File: src/rtl/simple_proc_mc.sv
// -----------------------------------------------------------------------------
// simple_proc_mc
//
// Parametrised multi-cycle processor core. Holds an NREG x DATA_W register
// file and executes one instruction per run handshake. Move-class instructions
// (MVI, MV, OUT, NOP) take two edges (IDLE -> WB -> IDLE). ALU instructions
// (ADD, SUB, AND, OR) take three edges (IDLE -> EXEC -> WB -> IDLE).
//
// Ports:
//   clock    : single clock, all state changes on the rising edge
//   reset    : synchronous, active-high; aborts any instruction in flight
//   run      : start request, sampled only in IDLE
//   func     : {opcode[2:0], Rx[RA-1:0], Ry[RA-1:0]}, sampled at the accepting edge
//   dataIn   : immediate operand for MVI, sampled at the accepting edge
//   dataOut  : registered output bus, written only by OUT
//   busy     : high while an instruction is in flight (EXEC or WB)
//   done     : one-cycle completion pulse, in the cycle after the WB edge
//   zf, cf   : registered zero and carry/borrow flags (ALU ops only)
// -----------------------------------------------------------------------------
module simple_proc_mc #(
    parameter int DATA_W = 8,
    parameter int NREG   = 8
) (
    input  logic                      clock,
    input  logic                      reset,
    input  logic                      run,
    input  logic [2+2*$clog2(NREG):0] func,
    input  logic [DATA_W-1:0]         dataIn,
    output logic [DATA_W-1:0]         dataOut,
    output logic                      busy,
    output logic                      done,
    output logic                      zf,
    output logic                      cf
);

    localparam int RA     = $clog2(NREG);
    localparam int FUNC_W = 3 + 2 * RA;

    typedef enum logic [2:0] {
        OP_MVI = 3'b000,
        OP_MV  = 3'b001,
        OP_ADD = 3'b010,
        OP_SUB = 3'b011,
        OP_AND = 3'b100,
        OP_OR  = 3'b101,
        OP_OUT = 3'b110,
        OP_NOP = 3'b111
    } opcode_t;

    typedef enum logic [1:0] {
        S_IDLE = 2'd0,
        S_EXEC = 2'd1,
        S_WB   = 2'd2
    } state_t;

    state_t              r_state;
    state_t              w_next_state;

    logic [FUNC_W-1:0]   r_ir;
    logic [DATA_W-1:0]   r_a;
    logic [DATA_W-1:0]   r_b;
    logic [DATA_W-1:0]   r_d;
    logic [DATA_W:0]     r_g;
    logic [DATA_W-1:0]   r_regs [NREG];
    logic [DATA_W-1:0]   r_dout;
    logic                r_zf;
    logic                r_cf;
    logic                r_done;

    // Fields of the incoming instruction (used only at the accepting edge).
    opcode_t             w_in_op;
    logic [RA-1:0]       w_in_rx;
    logic [RA-1:0]       w_in_ry;

    // Fields of the captured instruction (used in EXEC and WB).
    opcode_t             w_ir_op;
    logic [RA-1:0]       w_ir_rx;

    logic                w_in_is_alu;
    logic [DATA_W:0]     w_alu;

    assign w_in_op     = opcode_t'(func[FUNC_W-1 -: 3]);
    assign w_in_rx     = func[2*RA-1 -: RA];
    assign w_in_ry     = func[RA-1:0];

    assign w_ir_op     = opcode_t'(r_ir[FUNC_W-1 -: 3]);
    assign w_ir_rx     = r_ir[2*RA-1 -: RA];

    assign w_in_is_alu = w_in_op inside {OP_ADD, OP_SUB, OP_AND, OP_OR};

    // ---------------------------------------------------------------------
    // State register
    // ---------------------------------------------------------------------
    always_ff @(posedge clock) begin
        if (reset) begin
            r_state <= S_IDLE;
        end else begin
            r_state <= w_next_state;
        end
    end

    // ---------------------------------------------------------------------
    // Next-state logic
    // ---------------------------------------------------------------------
    always_comb begin
        // NOTE: assigning the default before the case keeps every path
        // driven, so no latch is inferred when a branch leaves it untouched.
        w_next_state = r_state;
        case (r_state)
            S_IDLE: begin
                if (run) begin
                    w_next_state = w_in_is_alu ? S_EXEC : S_WB;
                end
            end
            S_EXEC:  w_next_state = S_WB;
            S_WB:    w_next_state = S_IDLE;
            default: w_next_state = S_IDLE;
        endcase
    end

    // ---------------------------------------------------------------------
    // ALU: evaluated one bit wider than the datapath. For SUB the extra bit
    // of the zero-extended difference is exactly the unsigned borrow.
    // ---------------------------------------------------------------------
    always_comb begin
        w_alu = '0;
        case (w_ir_op)
            OP_ADD:  w_alu = {1'b0, r_a} + {1'b0, r_b};
            OP_SUB:  w_alu = {1'b0, r_a} - {1'b0, r_b};
            OP_AND:  w_alu = {1'b0, r_a & r_b};
            OP_OR:   w_alu = {1'b0, r_a | r_b};
            default: w_alu = '0;
        endcase
    end

    // ---------------------------------------------------------------------
    // Datapath. Operands are captured at the accepting edge, so Rx == Ry
    // reads the pre-write-back value for both sides.
    // ---------------------------------------------------------------------
    always_ff @(posedge clock) begin
        if (reset) begin
            // NOTE: the register file is architecturally visible after reset
            // (all R[i] read as 0), so it is cleared explicitly rather than
            // left to power-up contents.
            for (int i = 0; i < NREG; i++) begin
                r_regs[i] <= '0;
            end
            r_ir   <= '0;
            r_a    <= '0;
            r_b    <= '0;
            r_d    <= '0;
            r_g    <= '0;
            r_dout <= '0;
            r_zf   <= 1'b0;
            r_cf   <= 1'b0;
            r_done <= 1'b0;
        end else begin
            // NOTE: sequential state uses non-blocking assignments so every
            // register samples values from before this edge.
            r_done <= 1'b0;
            case (r_state)
                S_IDLE: begin
                    if (run) begin
                        r_ir <= func;
                        r_a  <= r_regs[w_in_rx];
                        r_b  <= r_regs[w_in_ry];
                        r_d  <= dataIn;
                    end
                end
                S_EXEC: begin
                    r_g <= w_alu;
                end
                S_WB: begin
                    r_done <= 1'b1;
                    case (w_ir_op)
                        OP_MVI: r_regs[w_ir_rx] <= r_d;
                        OP_MV:  r_regs[w_ir_rx] <= r_b;
                        OP_ADD, OP_SUB: begin
                            r_regs[w_ir_rx] <= r_g[DATA_W-1:0];
                            r_zf            <= (r_g[DATA_W-1:0] == '0);
                            r_cf            <= r_g[DATA_W];
                        end
                        OP_AND, OP_OR: begin
                            r_regs[w_ir_rx] <= r_g[DATA_W-1:0];
                            r_zf            <= (r_g[DATA_W-1:0] == '0);
                            r_cf            <= 1'b0;
                        end
                        OP_OUT: r_dout <= r_a;
                        default: begin
                        end
                    endcase
                end
                default: begin
                end
            endcase
        end
    end

    assign busy    = (r_state != S_IDLE);
    assign done    = r_done;
    assign dataOut = r_dout;
    assign zf      = r_zf;
    assign cf      = r_cf;

endmodule
File: config.mk
export PLATFORM = sky130hd
export DESIGN_NAME = simple_proc_mc
export DESIGN_NICKNAME = d
export VERILOG_FILES = /design/src/rtl/simple_proc_mc.sv
export SDC_FILE = /design/constraint.sdc
export NUM_CORES = 1
export LEC_CHECK = 0
export ABC_AREA = 1
export CAP_MARGIN = 15
export CORE_MARGIN = 3
export CORE_UTILIZATION = 50
export CTS_CLUSTER_DIAMETER = 100
export DETAILED_ROUTE_END_ITERATION = 7
export GPL_TIMING_DRIVEN = 0
export PLACE_DENSITY = 0.66
export SKIP_LAST_GASP = 1
export SLEW_MARGIN = 20
export SYNTH_ARGS = -nofsm -noshare
export SYNTH_HDL_FRONTEND = slang
export SYNTH_SLANG_ARGS = --single-unit
File: constraint.sdc
create_clock -name clock -period 6.4 [get_ports clock]
set_input_delay 1.92 -clock clock [delete_from_list [all_inputs] [get_ports clock]]
set_output_delay 1.92 -clock clock [all_outputs]
set_load 0.005 [all_outputs]
# [Yosys cells after proc, flatten, opt, wreduce, memory -nomap -nowiden]
# Memories as Yosys holds them, arrays and structs flattened. A register that Yosys moved wholly into a read port is not among the register bits.
# Cells that the tools add are included.
[totals] reg_bits=39 mem_bits_rw=64 inputBits=20 wordCells=73 n_memories=1
[memory_table] memory="r_regs" depth=8 width=8 rd=2 rd_ports_with_merged_regs=2 wr=8 line_no="64" rtl="logic [DATA_W-1:0] r_regs [NREG];"
[classes] add_sub_neg=2 eq_ne=13 mux=30 bitwise=5 reduce_logical=14
[op_table] cell="9-bit one-hot mux with 4 select lines" count=1
[op_table] cell="8-bit 2-to-1 mux" count=4
[op_table] cell="1-bit 2-to-1 mux" count=20
[op_table] cell="3-bit == test, second input constant" count=5
[op_table] cell="3-bit by 2-bit == test with 1-bit output, second input constant" count=4
[op_table] cell="8-bit by 8-bit adder with 9-bit output" count=1
[op_table] cell="8-bit by 8-bit subtractor with 9-bit output" count=1
[op_table] cell="8-bit AND" count=1
[op_table] cell="8-bit logical NOT" count=1
[op_table] cell="8-bit OR" count=1
[op_table] cell="2-bit AND reduction" count=4
[op_table] cell="8-bit OR reduction" count=1
[op_table] cell="2-bit 2-to-1 mux" count=2
[op_table] cell="2-bit one-hot mux with 2 select lines" count=1
[op_table] cell="2-bit nonzero test" count=2
[op_table] cell="4-bit nonzero test" count=1
[op_table] cell="2-bit OR reduction" count=2
[op_table] cell="4-bit OR reduction" count=1
[op_table] cell="3-bit by 1-bit == test with 1-bit output, second input constant" count=1
[op_table] cell="3-bit logical NOT" count=1
[op_table] cell="3-bit 2-to-1 mux" count=1
[op_table] cell="1-bit OR" count=3
[op_table] cell="2-bit by 1-bit == test with 1-bit output, second input constant" count=1
[op_table] cell="2-bit == test, second input constant" count=1
[op_table] cell="3 further kinds" count=3

# [Longest topological paths before layout]
# Gate-level depths: netlist of the first run.
[logic_depth] ltp_word=10 mapped_depth=18 ltp_nobuf=18

# [Worst setup path before layout of the first run]
# No wires, ideal clock.
[synth_path] path_type="input -> register" startpoint="input reset" endpoint="memory r_regs[0][0], enable pin" arrival_ps=2752 slack_ps=3319 cell_stages=5 path_buffers=0 cell_sequence="nor2_4 -> o21ai_2 -> nor2_1 -> nand2_1 -> nand2_1"
[synth_lines] element="start: declaration" line_no="25" rtl="input logic reset,"
[synth_lines] element="end: declaration" line_no="64"

==> results of run 1 <==
[logic make-up (layout without fill, tap and decap cells)]
logic type | after synthesis | in the layout | share of synthesized area (%)
AND/OR/NAND/NOR | 281 | 281 | 18.8
AO/OA/AOI/OAI | 235 | 235 | 20.1
buffers and inverters | 130 | 191 | 8.16
flip-flops | 116 | 116 | 47.8
adder cells (fa/ha/maj) | 13 | 13 | 2.71
XOR/XNOR | 8 | 8 | 1.13
multiplexers | 8 | 8 | 1.29
[layout by cell type (no fill, tap or decap), types with 3 or more instances in the layout]
cell | Yosys | final
inv_6 | 0 | 6
buf_2 | 7 | 7
dfxtp_1 | 52 | 52
o21ai_1 | 12 | 12
bufinv_16 | 0 | 4
clkdlybuf4s50_1 | 0 | 29
o22ai_1 | 8 | 8
clkbuf_16 | 0 | 17
edfxtp_1 | 64 | 64
o21ai_2 | 3 | 3
o21ai_0 | 112 | 112
a31oi_1 | 4 | 4
ha_1 | 11 | 11
o211ai_1 | 6 | 6
inv_1 | 85 | 85
nand2_1 | 131 | 131
mux2i_1 | 8 | 8
nand3_1 | 20 | 20
clkinv_4 | 0 | 4
nor2_1 | 108 | 108
nor2_2 | 4 | 4
nor3_1 | 3 | 3
clkbuf_1 | 22 | 22
or2_2 | 4 | 4
xor2_1 | 6 | 6
inv_2 | 11 | 11
a21oi_1 | 84 | 84
[final timing paths]
check                                          from                         end  slack [ns]  cells past startpoint
worst min register to register  r_d[7]$_SDFFE_PP0P_         r_d[7]$_SDFFE_PP0P_        0.47                      2
worst min-delay path            r_d[7]$_SDFFE_PP0P_         r_d[7]$_SDFFE_PP0P_        0.47                      2
worst max register to register  r_b[0]$_SDFFE_PP0P_         r_g[7]$_SDFFE_PP0P_        3.88                     18
worst max-delay path                          reset  r_regs[5][3]$_SDFFCE_PN0P_        2.39                      6
[routing by layer]
metal / global-route usage (%) / vias up / wire [µm]
met4: 15.0 / 0 / 922
met2: 51.2 / 207 / 10000
met3: 5.93 / 52 / 974
met1: 35.9 / 2709 / 8300
li1: - / 2753 / -
met5: 0 / - / 0
[state kept, by name, summed over array words and instances (netlist names)]
| name | count |
|---|---|
| r_g | 9 |
| r_b | 8 |
| r_regs | 64 |
| r_state | 2 |
| zf | 1 |
| r_ir | 6 |
| cf | 1 |
| dataOut | 8 |
| done | 1 |
| r_a | 8 |
| r_d | 8 |
[final cells by class]
class                           instances  area (µm²)  share of cell area [%]
Buffer                                 31         133                    1.81
Clock buffer                           17         425                    5.80
Clock inverter                         15         219                    2.98
Inverter                               99         373                    5.08
Multi-Input combinational cell        545        2730                    37.1
Sequential cell                       116        2960                    40.4
Tap cell                              168         210                    2.86
Timing Repair Buffer                   29         290                    3.95
[worst min-delay path, delay by kind of cell (launching register included)]
family / cells / cell delay [ns]
DFF: 1 / 0.29
buffers and inverters: 1 / 0.07
AOI/OAI and AO/OA: 1 / 0.06
[metrics by stage]
step,power [W],instance area (µm²)
after floorplan,0.00108,6190
after global placement,0.00120,6700
after detailed placement,0.00121,6700
after CTS,0.00224,7340
after global routing,0.00232,7340
final,0.00223,7340
[power groups by stage]
stage | registers, W | logic, W | clock network, W
after global placement | 0.000867 | 0.000333 | 0
final | 0.000854 | 0.000343 | 0.00104
after global routing | 0.000857 | 0.000379 | 0.00108
after floorplan | 0.000855 | 0.000229 | 0
after CTS | 0.000853 | 0.000339 | 0.00104
after detailed placement | 0.000868 | 0.000337 | 0
==> flow_summary.toml, run 1 <==
[run_status]
status = "finished clean"

[critical_path]
cp_slowest_stage_delay_ns = 0.57
worstPathRequired_ns = 6.49
startpoint_type = "input pin"
cpMostUsedCell = "nand2_1"
cpMaxStageDelayCell = "clkdlybuf4s50_1"
crit_buf_inv = 1
crit_arrival_ns = 4.09
path_delay_family = "simple AND/OR/NAND/NOR gates"
worstPathMaxFanout = 9
crit_chain = "clkdlybuf4s50_1 > nor2_4 > o21ai_2 > nor2_1 > nand2_1 > nand2_1"
worstSetupPathType = "input pin to register"
crit_path_end_kind = "register"

[power_and_ir_drop]
p_seq_share_pct = 38.2
leakagePower_nw = 3.02
pwr_density_cell_nw_per_um2 = 304
power_frac_clock_pct = 46.4
p_sw_w = 0.000639
p_sw_share_pct = 28.6
max-vdd-ir-drop_mv = 0.210
comb_power_share_pct = 15.3
cell_internal_pwr_w = 0.00159

[global_route]
grt_overflow_total = 0
grt_usage_pct = 29.9
grt_max_degree = 17
grt_pass1_vias = 5490
antenna_found_initial = 0
grt_pass1_wl_um = 31100

[synth]
yosysUniqueCellTypes = 42
synth_edf_count = 64
synth_top_area_share_pct = 31.0
syn_area_per_cell_um2 = 7.83
synthTopCellsByArea = "edfxtp_1 (31%), dfxtp_1 (17%), o21ai_0 (9.0%), nand2_1 (7.9%), a21oi_1 (6.8%)"
synth_common_cells = "nand2_1 (131), o21ai_0 (112), nor2_1 (108), inv_1 (85), a21oi_1 (84)"
synth-seq-cells = 116
postSynth.asyncResetShare_pct = 0
synth_ff_type = "edfxtp_1"
synth_seq_area_share_pct = 47.8
synth_area_um2 = 6190
post-synth-top-count-cell = "nand2_1"
syn_inst = 791
yosysTopAreaCell = "edfxtp_1"
synth-warning-count = 0
synth.net_count = 823

[routing]
drt_iter0_drc = 604
dr.pass1.iters = 5
detail-route-antenna-nets = 0
vias = 5721
drt-total-wl_um = 20200
detail_route.wl_per_cell_um = 19.8
drc = 0
drt-vias-per-instance = 5.61

[clock_network]
cts_setup_buffers = 0
cts.sinks = 116
hold_buffers = 0
post_cts_resized = 0
clk_pin_slew_worst_paths_ns = 0.06
cts_tree = "yes"
cts_inserted_buffers = 17
insertion_delay_ns = 0.43
htree_levels = 4
clockBufferDepth = 2
root_buffer = "clkbuf_16"

[timing]
fin_crit_ns = 4.01
fin_hold_ws_ns = 0.475
skew_ns = 0.00979
rsz0062_at_grt = "no"
tns_ns = 0
slew_headroom_pct = 49.7
layout_setup_ws_ns = 2.39
worst_pin_slew_ns = 0.755
hold_viol_final = 0
setup_viol = 0
timing.final.crit_share_pct = 62.6
slew_viol_final = 0
fmax_mhz = 249

[floorplan]
fp.dieH_um = 117
die_w_um = 117
io_pins = 32
die_area_um2 = 13800
core-area_um2 = 12100
start_util_pct = 51.4
rows = 40

[final_layout]
fin_util_pct = 60.9
fill_cells = 1097
drive_gt1_share_pct = 8.33
diodes = 0
finalNetCount = 871
area_growth_pct = 18.5
stdcell_count = 1020

[place]
dp_hpwl_um = 15000
dpl_worst_slack_ns = 2.00
port_buffers = 29
dpl.cell_count = 988
gp_congestion = 0.909

[hold_path]
hp-class = "register to register"

[flow_run]
cap_violations = 0
(Power assumes the default switching activity.)
==> inputs of run 2 (changes only) <==
- clock period: 6.4 -> 3.7 ns (I/O delays scaled with it)
==> results of run 2 <==
Same layout as run 1 (identical final DEF). Status: finished clean.
Main changes from that run: setup slack after placement 2.00 ns -> 0.113 ns; setup slack after layout 2.39 ns -> 0.502 ns; register-to-register setup slack 3.88 ns -> 1.18 ns; total power 0.00223 W -> 0.00386 W; worst IR drop on VDD 0.210 mV -> 0.363 mV
==> inputs of run 3 (changes only) <==
- GPL_TIMING_DRIVEN: 0 -> unset
- TNS_END_PERCENT: unset -> 5
==> flow_summary.toml, run 3 (synthesized netlist as in run 1, its figures left out) <==
[critical_path]
crit_chain = "clkdlybuf4s50_1 > nor2_4 > o21ai_2 > nor2_1 > nand2_1 > nand2_1"
crit_path_end_kind = "register"
cp_slowest_stage_delay_ns = 0.49
rrSetupSlack_ns = 1.17
cp-startpoint = "reset"
crit_buf_inv = 1
reg2reg_to = "r_g[7]$_SDFFE_PP0P_"
r2r_cells = 18
startpoint_type = "input pin"
worstPathRequired_ns = 3.79
r2r-start = "r_b[0]$_SDFFE_PP0P_"
cpMostUsedCell = "nand2_1"
cpMaxStageDelayCell = "clkdlybuf4s50_1"
path_delay_family = "simple AND/OR/NAND/NOR gates"
crit_arrival_ns = 2.92
worstSetupPathType = "input pin to register"
worstPathMaxFanout = 9

[power_and_ir_drop]
max-vdd-ir-drop_mv = 0.357
leakagePower_nw = 3.03
pwr_density_cell_nw_per_um2 = 506
power_w = 0.00371

[floorplan]
die_w_um = 117
io_pins = 32
fp.dieH_um = 117
die_area_um2 = 13800
core-area_um2 = 12100
rows = 40
start_util_pct = 51.4

[timing]
fin_hold_ws_ns = 0.461
tns_ns = 0
worst_pin_slew_ns = 0.782
layout_setup_ws_ns = 0.873
fin_crit_ns = 2.83
skew_ns = 0.00789
fmax_mhz = 354
setup_viol = 0
timing.final.crit_share_pct = 76.4
slew_headroom_pct = 47.6
slew_viol_final = 0
rsz0062_at_grt = "no"
hold_viol_final = 0

[final_layout]
finalNetCount = 858
final_common_cell = "nand2_1"
drive_gt1_share_pct = 8.71
final_cell_mix = "nand2_1 (131), o21ai_0 (112), nor2_1 (108), inv_1 (85), a21oi_1 (84)"
reg_top3 = "r_regs: 64 flops, r_g: 9 flops"
regMostFlops = "r_regs"
final_cell_area_um2 = 7330
largest_register_ffs = 64
area_growth_pct = 18.4
diodes = 0

[hold_path]
hp-start = "cf$_SDFFE_PP0P_"
whs_endpoint = "cf$_SDFFE_PP0P_"
hp-class = "register to register"
hold_path_depth = 2

[global_route]
grt_max_degree = 57
grt_pass1_vias = 5243
grt_usage_pct = 26.0
grt_overflow_total = 0
antenna_found_initial = 0
grt_pass1_wl_um = 27800

[routing]
met3_wirelength_um = 1110
wl_met2_um = 8570
drc = 0
drt-met1-wl_um = 7700
drt_iter0_drc = 473
detail_route.wl_per_cell_um = 17.8
vias = 5680
detail-route-antenna-nets = 0
top_layer_used = "met4"
drt-total-wl_um = 17900
drt-vias-per-instance = 5.65
dr.pass1.iters = 5

[run_status]
status = "finished clean"

[clock_network]
cts.sinks = 116
cts_setup_buffers = 0
hold_buffers = 0
insertion_delay_ns = 0.42
htree_levels = 4
clk_pin_slew_worst_paths_ns = 0.05
cts_inserted_buffers = 17
root_buffer = "clkbuf_16"
clockBufferDepth = 2
post_cts_resized = 0
cts_tree = "yes"

[place]
port_buffers = 31
dp_hpwl_um = 12800
gp_congestion = 0.916
post_dp_cell_area_um2 = 6730
dpl_worst_slack_ns = 0.512

[flow_run]
cap_violations = 0
run 3: routing by layer:
metal  vias up  track usage [%]
met4         0             10.9
met2       223             42.6
met3        43             4.82
met1      2701             34.1
met5         -                0
li1       2713                -
run 3: worst max path at each step:
stage,endpoint,slack [ns],cells after the start
2_1_floorplan,r_regs[1][0]$_SDFFCE_PN0P_,1.43,5
3_3_place_gp,r_regs[0][7]$_SDFFCE_PN0P_,0.59,6
3_5_place_dp,r_regs[0][1]$_SDFFCE_PN0P_,0.51,6
4_1_cts,r_regs[0][4]$_SDFFCE_PN0P_,0.92,6
5_1_grt,r_g[7]$_SDFFE_PP0P_,0.81,18
6_report,r_regs[0][6]$_SDFFCE_PN0P_,0.87,6
run 3: final cells by class:
type / count / area (µm²)
Clock buffer: 30 / 577
Clock inverter: 1 / 30.0
Fill cell: 1083 / 4730
Inverter: 99 / 373
Multi-Input combinational cell: 545 / 2730
Sequential cell: 116 / 2960
Tap cell: 168 / 210
Timing Repair Buffer: 47 / 455
run 3: worst reg2reg max path, stage by stage, from the launching register on:
cell and delay [ns]:
dfxtp_1 0.34, inv_1 0.17, ha_1 0.17, inv_1 0.04
nor3_1 0.25, nand2_1 0.09, nand2_1 0.09, xor2_1 0.15
inv_1 0.06, ha_1 0.33, nand2_1 0.11, inv_1 0.04
a21oi_1 0.17, nand2_1 0.07, nand2_1 0.05, nand3_1 0.06
nand2_1 0.08, nand2_1 0.05, a21oi_1 0.14
run 3: power breakdown:
group,switching [W],internal [W]
logic,0.000385,0.000194
clock network,0.000545,0.00111
registers,0.0000567,0.00142
run 3: through the flow:
| stage | cells | utilization [%] |
|---|---|---|
| final | 1006 | 60.8 |
| after global placement | 975 | 55.8 |
| after global routing | 1006 | 60.8 |
| after floorplan | 791 | - |
| after detailed placement | 975 | 55.8 |
| after CTS | 1006 | 60.8 |
